<file path="config.mk">
export PLATFORM = sky130hd
export DESIGN_NAME = uart_tx_ctrl
export DESIGN_NICKNAME = d
export VERILOG_FILES = /design/src/rtl/uart_pkg.sv /design/src/rtl/uart_tx_fifo.sv /design/src/rtl/uart_tx_ctrl.sv
export SDC_FILE = /design/constraint.sdc
export NUM_CORES = 1
export LEC_CHECK = 0
export ABC_AREA = 1
export CORE_MARGIN = 3
export CORE_UTILIZATION = 50
export DETAILED_ROUTE_END_ITERATION = 16
export PLACE_DENSITY = 0.69
export SLEW_MARGIN = 20
export SYNTH_ARGS = -nofsm -noshare
export SYNTH_HDL_FRONTEND = slang
export SYNTH_SLANG_ARGS = --single-unit
</file>
<file path="constraint.sdc">
create_clock -name clk -period 4.1 [get_ports clk]
set_input_delay 1.025 -clock clk [delete_from_list [all_inputs] [get_ports clk]]
set_output_delay 1.025 -clock clk [all_outputs]
set_load 0.01 [all_outputs]
</file>
<file path="src/rtl/uart_pkg.sv">
// uart_pkg: shared UART frame state encoding, data width and parity helper
package uart_pkg;
  localparam int UART_DATA_BITS = 8;
  typedef enum logic [2:0] {IDLE, START, DATA, PARITY, STOP} uart_tx_state_e;
  function automatic logic uart_parity(input logic [UART_DATA_BITS-1:0] d, input logic odd);
    return (^d) ^ odd;
  endfunction
endpackage

</file>
<file path="src/rtl/uart_tx_fifo.sv">
// uart_tx_fifo: synchronous byte FIFO with wrap-bit pointers and occupancy output
module uart_tx_fifo
  import uart_pkg::*;
#(
  parameter int DEPTH = 4,
  localparam int AW = $clog2(DEPTH),
  localparam int LW = AW + 1
) (
  input  logic                      clk,
  input  logic                      rst,
  input  logic                      i_push,
  input  logic [UART_DATA_BITS-1:0] i_data,
  input  logic                      i_pop,
  output logic [UART_DATA_BITS-1:0] o_data,
  output logic [LW-1:0]             o_level
);
  logic [AW:0] r_wr, r_rd;
  logic [UART_DATA_BITS-1:0] r_mem [DEPTH];
  logic w_full, w_empty, w_push, w_pop;
  assign w_empty = r_wr == r_rd;
  assign w_full  = (r_wr[AW] != r_rd[AW]) && (r_wr[AW-1:0] == r_rd[AW-1:0]);
  assign w_push  = i_push && !w_full;
  assign w_pop   = i_pop && !w_empty;
  assign o_level = r_wr - r_rd;
  assign o_data  = r_mem[r_rd[AW-1:0]];
  always_ff @(posedge clk) begin
    if (rst) begin
      r_wr <= '0;
      r_rd <= '0;
    end else begin
      if (w_push) r_wr <= r_wr + (AW+1)'(1);
      if (w_pop) r_rd <= r_rd + (AW+1)'(1);
    end
  end
  always_ff @(posedge clk) begin
    if (w_push) r_mem[r_wr[AW-1:0]] <= i_data;
  end
endmodule

</file>
<file path="src/rtl/uart_tx_ctrl.sv">
// uart_tx_ctrl: FIFO-buffered UART transmitter with CTS-gated frame starts
module uart_tx_ctrl
  import uart_pkg::*;
#(
  parameter int CLK_DIV    = 16,
  parameter int FIFO_DEPTH = 4,
  parameter int PARITY_EN  = 0,
  parameter int PARITY_ODD = 0,
  localparam int LW = $clog2(FIFO_DEPTH) + 1
) (
  input  logic          clk,
  input  logic          rst,
  input  logic [7:0]    tx_data_i,
  input  logic          tx_valid_i,
  output logic          tx_ready_o,
  output logic          uart_tx,
  input  logic          uart_cts,
  output logic          busy_o,
  output logic [LW-1:0] fifo_level_o
);
  localparam int BW = $clog2(CLK_DIV);
  localparam int NW = $clog2(UART_DATA_BITS);
  localparam logic [BW-1:0] BAUD_MAX = BW'(CLK_DIV - 1);
  localparam logic [NW-1:0] BIT_MAX = NW'(UART_DATA_BITS - 1);
  uart_tx_state_e r_state;
  logic r_cts_meta, r_cts_sync, r_par, r_tx;
  logic [BW-1:0] r_baud;
  logic [NW-1:0] r_bit;
  logic [UART_DATA_BITS-1:0] r_shift, w_rd_data;
  logic [LW-1:0] w_level;
  logic w_push, w_last, w_go, w_pop;
  assign fifo_level_o = w_level;
  assign tx_ready_o   = w_level < LW'(FIFO_DEPTH);
  assign w_push       = tx_valid_i && tx_ready_o;
  assign w_last       = r_baud == BAUD_MAX;
  assign w_go         = (w_level != '0) && !r_cts_sync;
  assign w_pop        = w_go && (r_state == IDLE || (r_state == STOP && w_last));
  assign busy_o       = (r_state != IDLE) || (w_level != '0);
  assign uart_tx      = r_tx;
  uart_tx_fifo #(.DEPTH(FIFO_DEPTH)) u_fifo (
    .clk     (clk),
    .rst     (rst),
    .i_push  (w_push),
    .i_data  (tx_data_i),
    .i_pop   (w_pop),
    .o_data  (w_rd_data),
    .o_level (w_level)
  );
  // uart_tx is registered from the current state, so the line lags the FSM by one cycle
  always_ff @(posedge clk) begin
    if (rst) begin
      r_cts_meta <= 1'b1;
      r_cts_sync <= 1'b1;
      r_state    <= IDLE;
      r_baud     <= '0;
      r_bit      <= '0;
      r_shift    <= '0;
      r_par      <= 1'b0;
      r_tx       <= 1'b1;
    end else begin
      r_cts_meta <= uart_cts;
      r_cts_sync <= r_cts_meta;
      r_tx       <= (r_state == START) ? 1'b0 : (r_state == DATA) ? r_shift[0] : (r_state == PARITY) ? r_par : 1'b1;
      r_baud     <= (r_state == IDLE || w_last) ? '0 : r_baud + BW'(1);
      if (w_pop) begin
        r_shift <= w_rd_data;
        r_par   <= uart_parity(w_rd_data, PARITY_ODD != 0);
      end
      if (r_state == DATA && w_last) begin
        r_shift <= r_shift >> 1;
        r_bit   <= r_bit + NW'(1);
      end
      case (r_state)
        IDLE:    if (w_go) r_state <= START;
        START:   if (w_last) r_state <= DATA;
        DATA:    if (w_last && r_bit == BIT_MAX) r_state <= (PARITY_EN != 0) ? PARITY : STOP;
        PARITY:  if (w_last) r_state <= STOP;
        STOP:    if (w_last) r_state <= w_go ? START : IDLE;
        default: r_state <= IDLE;
      endcase
    end
  end
endmodule

</file>
Word-level counts from Yosys, hierarchy flattened

Memory sizes are Yosys's and may differ from the RTL's. A register that Yosys moved wholly into a read port is not among the register bits.
Cells that the tools add are included.
Widths: inputs -> output; s select.

Memory bits (writable): 32
Memories kept: 1
Register bits: 28
Input port bits: 12
Word-level logic and storage cells: 71

Order comparisons: 1
Add/sub/neg operators: 5
Reduce and logical (&&, ||, !) cells: 23
Multiplexer cells: 16
Equal/unequal tests: 14

Memory list:

| memory       | depth | width | read ports | clocked after Yosys merged registers in | write ports | RTL line           | text |
|---|---|---|---|---|---|---|---|
| u_fifo.r_mem | 4     | 8     | 1          | 1                                       | 1           | uart_tx_fifo.sv:18 | `logic [UART_DATA_BITS-1:0] r_mem [DEPTH];` |

Operators by type and width:

| cell                | number |
|---|---|
| $mux 3              | 5 |
| $pmux 3 s5          | 1 |
| $mux 7              | 2 |
| $add 3x1->3 const B | 3 |
| $logic_and 1x1->1   | 9 |
| $ne 2x2->1 const B  | 4 |
| $reduce_xor 8->1    | 1 |
| $eq 3x2->1 const B  | 2 |
| $eq 3x3->1 const B  | 2 |
| $mux 1              | 6 |
| $reduce_bool 3->1   | 2 |
| $reduce_and 5->1    | 1 |
| $add 4x1->4 const B | 1 |
| $eq 4x4->1 const B  | 1 |
| $mux 2              | 2 |
| $reduce_or 2->1     | 2 |
| $eq 3x1->1 const B  | 1 |
| $eq 3x3->1          | 1 |
| $logic_not 1->1     | 3 |
| $logic_not 3->1     | 1 |
| $logic_or 1x1->1    | 3 |
| $lt 3x3->1 const B  | 1 |
| $sub 3x3->3         | 1 |
| $eq 2x2->1          | 1 |
| other kinds (3)     | 3 |

Logic depth before layout (Yosys ltp)

Gate-level depths: netlist of the first run.

Depth after elaboration: 7
Mapped depth: 15
Depth with buffers taken out: 14

By module

A second synthesis of the first run with hierarchy kept.

Cell total of the unflattened synthesis: 356
Area total of the unflattened synthesis: 3002.9 um2

By module, submodules not included:

| module       | instances | area an instance (um2) | seq. area each (um2) | cells an instance |
|---|---|---|---|---|
| uart_tx_fifo | 1         | 1694.1                 | 1121.1               | 147 |
| uart_tx_ctrl | 1         | 1308.8                 | 440.4                | 209 |

Worst setup path after synthesis of the first run

Ideal clock, no wire load.

Path type: register to output
Start: register u_fifo.r_wr[0]
End: output port busy_o
Slack: 1.531 ns
Cell stages (with the launch flop): 7
Required time: 3.075 ns
Arrival time: 1.544 ns
Buffers on the path: 0
Cells stage by stage: dfxtp_1 inv_1 ha_1 fa_1 inv_1 xor2_4 nand4_1

Word-level cells in the longest chain between the ends: 3

Ends and longest elaborated chain:

| element                | RTL line           | text |
|---|---|---|
| start, declared        | uart_tx_fifo.sv:17 | `logic [AW:0] r_wr, r_rd;` |
| start signal, assigned | uart_tx_fifo.sv:31 | `if (w_push) r_wr <= r_wr + (AW+1)'(1);` |
| $sub 3x3->3            | uart_tx_fifo.sv:24 | `assign o_level = r_wr - r_rd;` |
| $reduce_bool 3->1      | uart_tx_ctrl.sv:38 | `assign busy_o = (r_state != IDLE) \|\| (w_level != '0);` |
| $logic_or 1x1->1       | uart_tx_ctrl.sv:38 |  |
| end, declared          | uart_tx_ctrl.sv:18 | `output logic busy_o,` |

No other way between the ends.

Worst setup path after layout of the first run

Same ends and word-level chain as after synthesis.

==> results.txt, run 1 <==
- Die Height: 83.1 microns
* Largest net degree at the start of global routing: 19
- Setup slack on the critical path of the routed design comes to 0.682 ns.
- Number of antenna violations at the first check in global routing: 0
- Number of global-route vias before repair: 2116
* Overall routed net length: 5440 microns
- The first detailed-routing pass ran for 4 iterations.
* Highest achievable clock rate: 0.293 GHz
- Min Clock Period, post-route: 3.42 ns
* Kind of path behind the tightest hold check: flop to flop
* Worst Setup Start Kind: flop
* Share of post-route cells with drive strength above 1: 7.16%
- Power density over the cells: 413 nW/um^2
- Worst IR drop on VDD: 0.000222 V
- Counting along the longest clock path gives a buffer depth of 2.
* Post-synthesis instance total: 352
- From synthesis to final layout, the design area changed by 13.5%.
* Arrival @ worst endpoint: 2.39 ns
* Layout Nets: 395
- Chip width: 83.1 microns
- Total number of vias: 2211
- Worst EP required: 3.07 ns
- Gates resized during post-CTS repair numbered 0.
- Count of filler cells inserted in the layout: 507
- FF-to-FF Start: u_fifo.r_wr[0]$_SDFFE_PP0P_
* Max-Slew Margin vs Limit: 46.5%
- Number of distinct library cells after synthesis: 34
- Proportion of power drawn by combinational gates: 13.0%
* Leakage power summed over all cells: 0.00147 uW
* Netlist area before placement: 2970 sq um
- Aggregate negative setup slack: 0 ns
* Total cell area at the placement stage: 3180 sq um
- The tool flagged a number of max-cap violations equal to 0.
- Placed instance count: 433
- Filler-free cell count of the finished design: 449
- Clock root buffer: clkbuf_8
* Core Box Area: 5640 sq um
* Area of the die: 6900 sq um
* Final clock period utilization by the worst path: 83.4%
- Buffers on Ports: 17
- Detailed placement finished with a half-perimeter wire length of 3750 microns.
- Once the floorplan was initialized, standard cells occupied 52.7% of the core.
* Avg Cell Area, Syn: 8.44 sq um
- The clock reaches the later pin of the worst-skew pair after 0.34 ns.
* Number of setup violations in the final report: 0
* Register clock-pin slew on the reported worst setup and hold paths: 0.07 ns
- The first global-routing pass estimated 9320 microns of wire.
- RSZ-0062 raised after global routing: no
* Total number of H-tree levels: 3
- The critical path is of the flop to output port type.
* Global placement routability congestion: 0.797
- Standard-cell row count: 27
- Final antenna diode count: 0
- Number of failing hold endpoints at the final stage: 0
- Residual overflow from global routing: 0
- After routing the design area is 3370 sq um.
- The clock drives 62 sinks.
- The design draws 1390 uW.
- Final worst clock skew: 0.00951 ns
- In this run, the clock network consumes 36.9% of the power.
- Detailed router's first-iteration violation count: 165
* Postcts setup bufs: 0
* Sw power: 364 uW
- Largest driver fanout on the critical path: 5
* Result of the run: finished, final reports clean
- The internal portion of the total power is 1030 uW.
* Seq cells post-synth: 62
* Routed Antenna Nets: 0
- Net count after synthesis: 375
- Prior to clock tree synthesis, the placed netlist has a worst setup slack of 1.01 ns.
- Hold wc startpoint: r_cts_meta$_SDFF_PP1_
- Sequential element share of the synthesized area: 52.6%
- The final-report max-slew violation count came to 0.
- Hold buffer count at CTS: 0
- TritonCTS built the clock tree.
* Post-route DRC: 0
* Worst setup path startpoint: u_fifo.r_wr[0]$_SDFFE_PP0P_
- After detailed routing, the average wire length per cell comes to 12.1 microns.
- Element type at the critical path end: output port
* Sw frac: 26.1%
- Registers are responsible for 50.1% of the overall power.
* Setup slack of the worst register-to-register path: 1.43 ns
* CTS Buf Count: 9
- At the pin with the least slew margin, the transition time is 0.799 ns.
- Top-level I/O count: 18
* Tot GR Track Use: 17.2%
- Vias per Instance: 4.92
- Warnings from Yosys: 0
## per-stage QoR
stage	util, %	hold WS, ns
2_1_floorplan	-	0.389
3_3_place_gp	56.4	0.397
3_5_place_dp	56.4	0.399
4_1_cts	59.7	0.422
5_1_grt	59.7	0.436
6_report	59.7	0.417
## layout by cell type (no fill, tap or decap), types with 9 or more instances in the layout
cell	synthesis	final
nand3_1	24	24
nand2_1	120	120
o21ai_0	22	22
edfxtp_1	32	32
inv_1	39	39
dfxtp_1	30	30
a21oi_1	14	14
ha_1	10	10
nor2_1	31	31
clkbuf_8	0	9
clkdlybuf4s50_1	0	17
## metal layers
layer  global-route usage, %  part of all wire (%)
met3                    4.76                   5.4
met1                    21.1                    46
met2                    27.4                    47
met4                    9.51                   1.2
met5                       0                     0
## area by class of cell
class | instances | area (sq um) | share of cell area, %
flip-flops and latches | 62 | 1560 | 46.3
multi-input cells | 240 | 1190 | 35.4
repair buffers | 17 | 170 | 5.05
inverters | 42 | 165 | 4.90
clock buffers | 9 | 124 | 3.67
well taps | 72 | 90.1 | 2.67
clock inverters | 7 | 65.1 | 1.93
## worst max-delay path: stages (launching register included)
cell	delay, ns
dfxtp_1	0.36
inv_1	0.11
ha_1	0.21
fa_1	0.36
inv_1	0.19
xor2_4	0.22
nand4_1	0.11
clkdlybuf4s50_1	0.50
## power groups by stage
stage	Sequential (uW)	Clock (uW)	Combinational, uW
after floorplan	706	0	128
after global placement	710	0	178
after detailed placement	711	0	182
after CTS	697	522	184
after global routing	699	554	213
final	697	513	181
## path summary, 6_finish.rpt
kind                                   to  depth (start not counted)
max reg2reg  u_fifo.r_mem[0][6]$_DFFE_PP_                          7
min                 r_cts_sync$_SDFF_PP1_                          1
max                                busy_o                          7
min reg2reg         r_cts_sync$_SDFF_PP1_                          1
## cell families (layout without fill, tap and decap cells)
kind of cell,after synthesis,after routing,share of synthesized area (%)
xor+xnor,4,4,1.81
compound gates,39,39,7.29
fa+ha+maj,11,11,4.89
buf+inv,50,75,7.20
simple gates,186,186,26.2
flops,62,62,52.6
## sequential cells by signal (all words and copies together) (netlist names), named ones only
name and flops:
r_baud 4, r_bit 3, r_cts_meta 1, r_cts_sync 1
r_par 1, r_shift 8, r_state 3, u_fifo.r_mem 32
u_fifo.r_rd 3, u_fifo.r_wr 3, uart_tx 1
## synthesized netlist by cell type, drive strengths merged
cell / count / area, sq um
or2: 2 / 12.5
nand2: 122 / 468
o21bai: 1 / 7.51
a21oi: 15 / 86.3
inv: 41 / 156
nor3: 1 / 5.00
nor2: 33 / 134
o21ai: 22 / 110
nand3: 26 / 148
xnor2: 1 / 8.76
edfxtp: 32 / 961
nand4: 2 / 12.5
clkbuf: 2 / 8.75
o211ai: 1 / 12.5
dfxtp: 30 / 601
xor2: 3 / 45.1
ha: 10 / 125
clkinv: 1 / 8.76
buf: 6 / 40.0
fa: 1 / 20.0
(Power assumes the default switching activity.)
==> inputs of run 2 (changes only) <==
Clock period 4.1 ns to 3.3 ns, I/O delays scaled along.
==> run 2 against run 1 <==
Compared with the run above:
- die area unchanged
- critical path depth fell by 1
- combinational power up 28%
- global-route usage up 0.22 points
- non-clock buffer count increased by 3
- sequential share of layout area decreased by 0.79 points
- wire length grew 4.8%
- highest routed layer unchanged
==> results.txt, run 2 (synthesis gave the netlist of run 1 again) <==
- Top-level I/O count: 18 (unchanged)
* Largest driver fanout on the critical path: 5 (unchanged)
- Max-Slew Margin vs Limit: 45.6% (-0.91 points)
- Sw frac: 25.1% (-1.1 points)
- The arrival time of data at the critical path endpoint is 2.29 ns (-0.10 ns).
- Count of clock tree sinks: 62 (unchanged)
- RSZ-0062 raised after global routing: no
- Register clock-pin slew on the reported worst setup and hold paths: 0.07 ns (about the same)
* Core Box Area: 5640 sq um (unchanged)
- STA classifies the critical path startpoint as a flop.
- Aggregate negative setup slack: 0 ns (unchanged)
* Commonest non-fill, non-tap cell in the layout: nand2_1
- Buffers on Ports: 17 (unchanged)
- Vias per Instance: 4.98 (+1.1%)
* Final std cell area, no fill: 3430 sq um (+1.7%)
- The final routed wirelength across all metal layers is 5710 microns (+4.8%).
* Post-route DRC: 0 (unchanged)
- The placed wire-length estimate is 3930 microns (+4.8%).
* Worst IR drop on VDD: 0.000308 V (+39%)
- Number of global-route vias before repair: 2082 (-1.6%)
- The number of maximum-capacitance violations is 0 (unchanged).
- Global placement routability congestion: 0.820 (+2.9%)
* Tot GR Track Use: 17.4% (+0.22 points)
* Layout Nets: 398 (+0.76%)
* Final antenna diode count: 0 (unchanged)
- Die Height: 83.1 microns (unchanged)
- Final worst slack: 0.182 ns (-0.500 ns)
- The part of the power in combinational logic was 12.6% (-0.4 points).
- The combined area of the multi-input logic cells was 1190 sq um (unchanged).
* Area growth from synthesis to final layout: 15.5%
- Clock root buffer: clkbuf_8
* Number of failing hold endpoints at the final stage: 0 (unchanged)
- The starting density of the core was 52.7% (unchanged).
- Total number of H-tree levels: 3 (unchanged)
* Clock power share: 40.4% (+3.5 points)
* Count of filler cells inserted in the layout: 527 (+3.9%)
- The fraction of final layout cells with drive strength greater than 1 came to 8.68% (+1.5 points).
- The library cells used most frequently in the layout, excluding fill and tap cells, are nand2_1, inv_1, edfxtp_1.
- The worst path in the final design needs a cycle of 3.12 ns, including I/O delays and setup.
- Final worst clock skew: 0.0104 ns (+0.000871 ns)
* Final max-slew violation count: 0 (unchanged)
- Highest achievable clock rate: 0.321 GHz
- Max FFs per register: 32 (unchanged)
- Slowest Stage Delay on Critical Path: 0.57 ns (+0.07 ns)
- The worst setup path is of the flop to output port kind.
- The switching power summed over all nets came to 462 uW (+27%).
- The maximum number of buffers from clock root to sink is 2 (unchanged).
- Result of the run: finished, final reports clean
* Leakage power summed over all cells: 0.00152 uW (+3.3%)
- CTS Buf Count: 9 (unchanged)
- Kind of path behind the tightest hold check: flop to flop
* Internal power of the cells: 1380 uW (+34%)
* Storage cell area: 1560 sq um (unchanged)
- The number of antenna-violating nets in the routed design came to 0 (unchanged).
- The initial antenna violation count was 0 (unchanged).
- Total number of vias: 2250 (+1.8%)
- Area of the die: 6900 sq um (unchanged)
* Final clock period utilization by the worst path: 94.5%
- TritonCTS built the clock tree.
- The buffer and inverter count on the worst path is 3 (unchanged).
- Detailed router's first-iteration violation count: 140 (-15%)
* Cell-by-cell listing of the critical path: inv_1 > ha_1 > fa_1 > inv_2 > xor2_4 > clkdlybuf4s50_1
- Portion of total power attributed to sequential cells: 47.0% (-3.1 points)
- The post-CTS setup-driven buffer insertion count was 0 (unchanged).
- The clock latency of the later-clocked register in the worst-skew pair was 0.35 ns (about the same).
- Global-route wire length before repair: 9570 microns (+2.7%)
- Total cell area at the placement stage: 3200 sq um (+0.71%)
- Number of detailed-route iterations in the first pass: 4 (unchanged)
- Number of setup violations in the final report: 0 (unchanged)
- Worst EP required: 2.47 ns (-0.60 ns)
- Dominant delay contributor by cell family on the critical path: buffers and inverters
- Design Power: 1840 uW (+32%)
- Worst-margin pin slew: 0.812 ns (+0.0136 ns)
- Element type at the critical path end: output port
- Chip width: 83.1 microns (unchanged)
- The total power density per cell area came to 537 nW/um^2 (+30%).
* DP Worst Slack: 0.448 ns (-0.567 ns)
- The leftover overflow at the end of global routing came to 0 (unchanged).
* Largest net degree at the start of global routing: 19 (unchanged)
* Library cell contributing the largest single delay on the critical path: clkdlybuf4s50_1
- The post-detailed-route wirelength per cell is 12.6 microns (+4.1%).
- The cell row count was 27 (unchanged).
* Worst hold-check slack: 0.416 ns (-0.000627 ns)
[run 2: what timing repair did]
action                                  4_1_cts  5_1_grt
endpoints found under the setup margin        0        2
hold buffers                                  0        0
resized for setup                             0        2
[run 2: stage by stage]
stage / utilization (%) / cells
floorplan: - / 352
global placement: 56.8 / 436
detailed placement: 56.8 / 436
CTS: 60.7 / 452
global route: 60.8 / 452
finish: 60.8 / 452
[run 2: power by group through the flow]
stage	clock network [uW]	registers, uW	logic [uW]
after floorplan	0	878	159
after global placement	0	882	227
after detailed placement	0	883	232
after CTS	761	866	235
after global routing	794	869	265
final	744	866	232
[run 2: per-layer routing]
layer  vias up  track usage (%)  routed length [microns]
met5         -                0                        0
met4         0             6.24                       90
met3         8             5.56                      265
met2        39             27.3                     2620
met1      1031             22.7                     2730
li1       1172                -                        -
[run 2: path summary, 6_finish.rpt]
path                            depth (start not counted)                           end                   startpoint  slack [ns]
worst min-delay path                                    1         r_cts_sync$_SDFF_PP1_        r_cts_meta$_SDFF_PP1_        0.42
worst max register to register                          7  u_fifo.r_mem[1][4]$_DFFE_PP_  u_fifo.r_wr[0]$_SDFFE_PP0P_        0.68
worst max-delay path                                    6                    tx_ready_o  u_fifo.r_wr[0]$_SDFFE_PP0P_        0.18
worst min register to register                          1         r_cts_sync$_SDFF_PP1_        r_cts_meta$_SDFF_PP1_        0.42
[run 2: cell type report]
class | instances | share of cell area (%)
clock buffers | 10 | 4.01
clock inverters | 6 | 2.48
inverters | 42 | 4.82
multi-input cells | 240 | 34.8
flip-flops and latches | 62 | 45.5
well taps | 72 | 2.63
repair buffers | 20 | 5.69
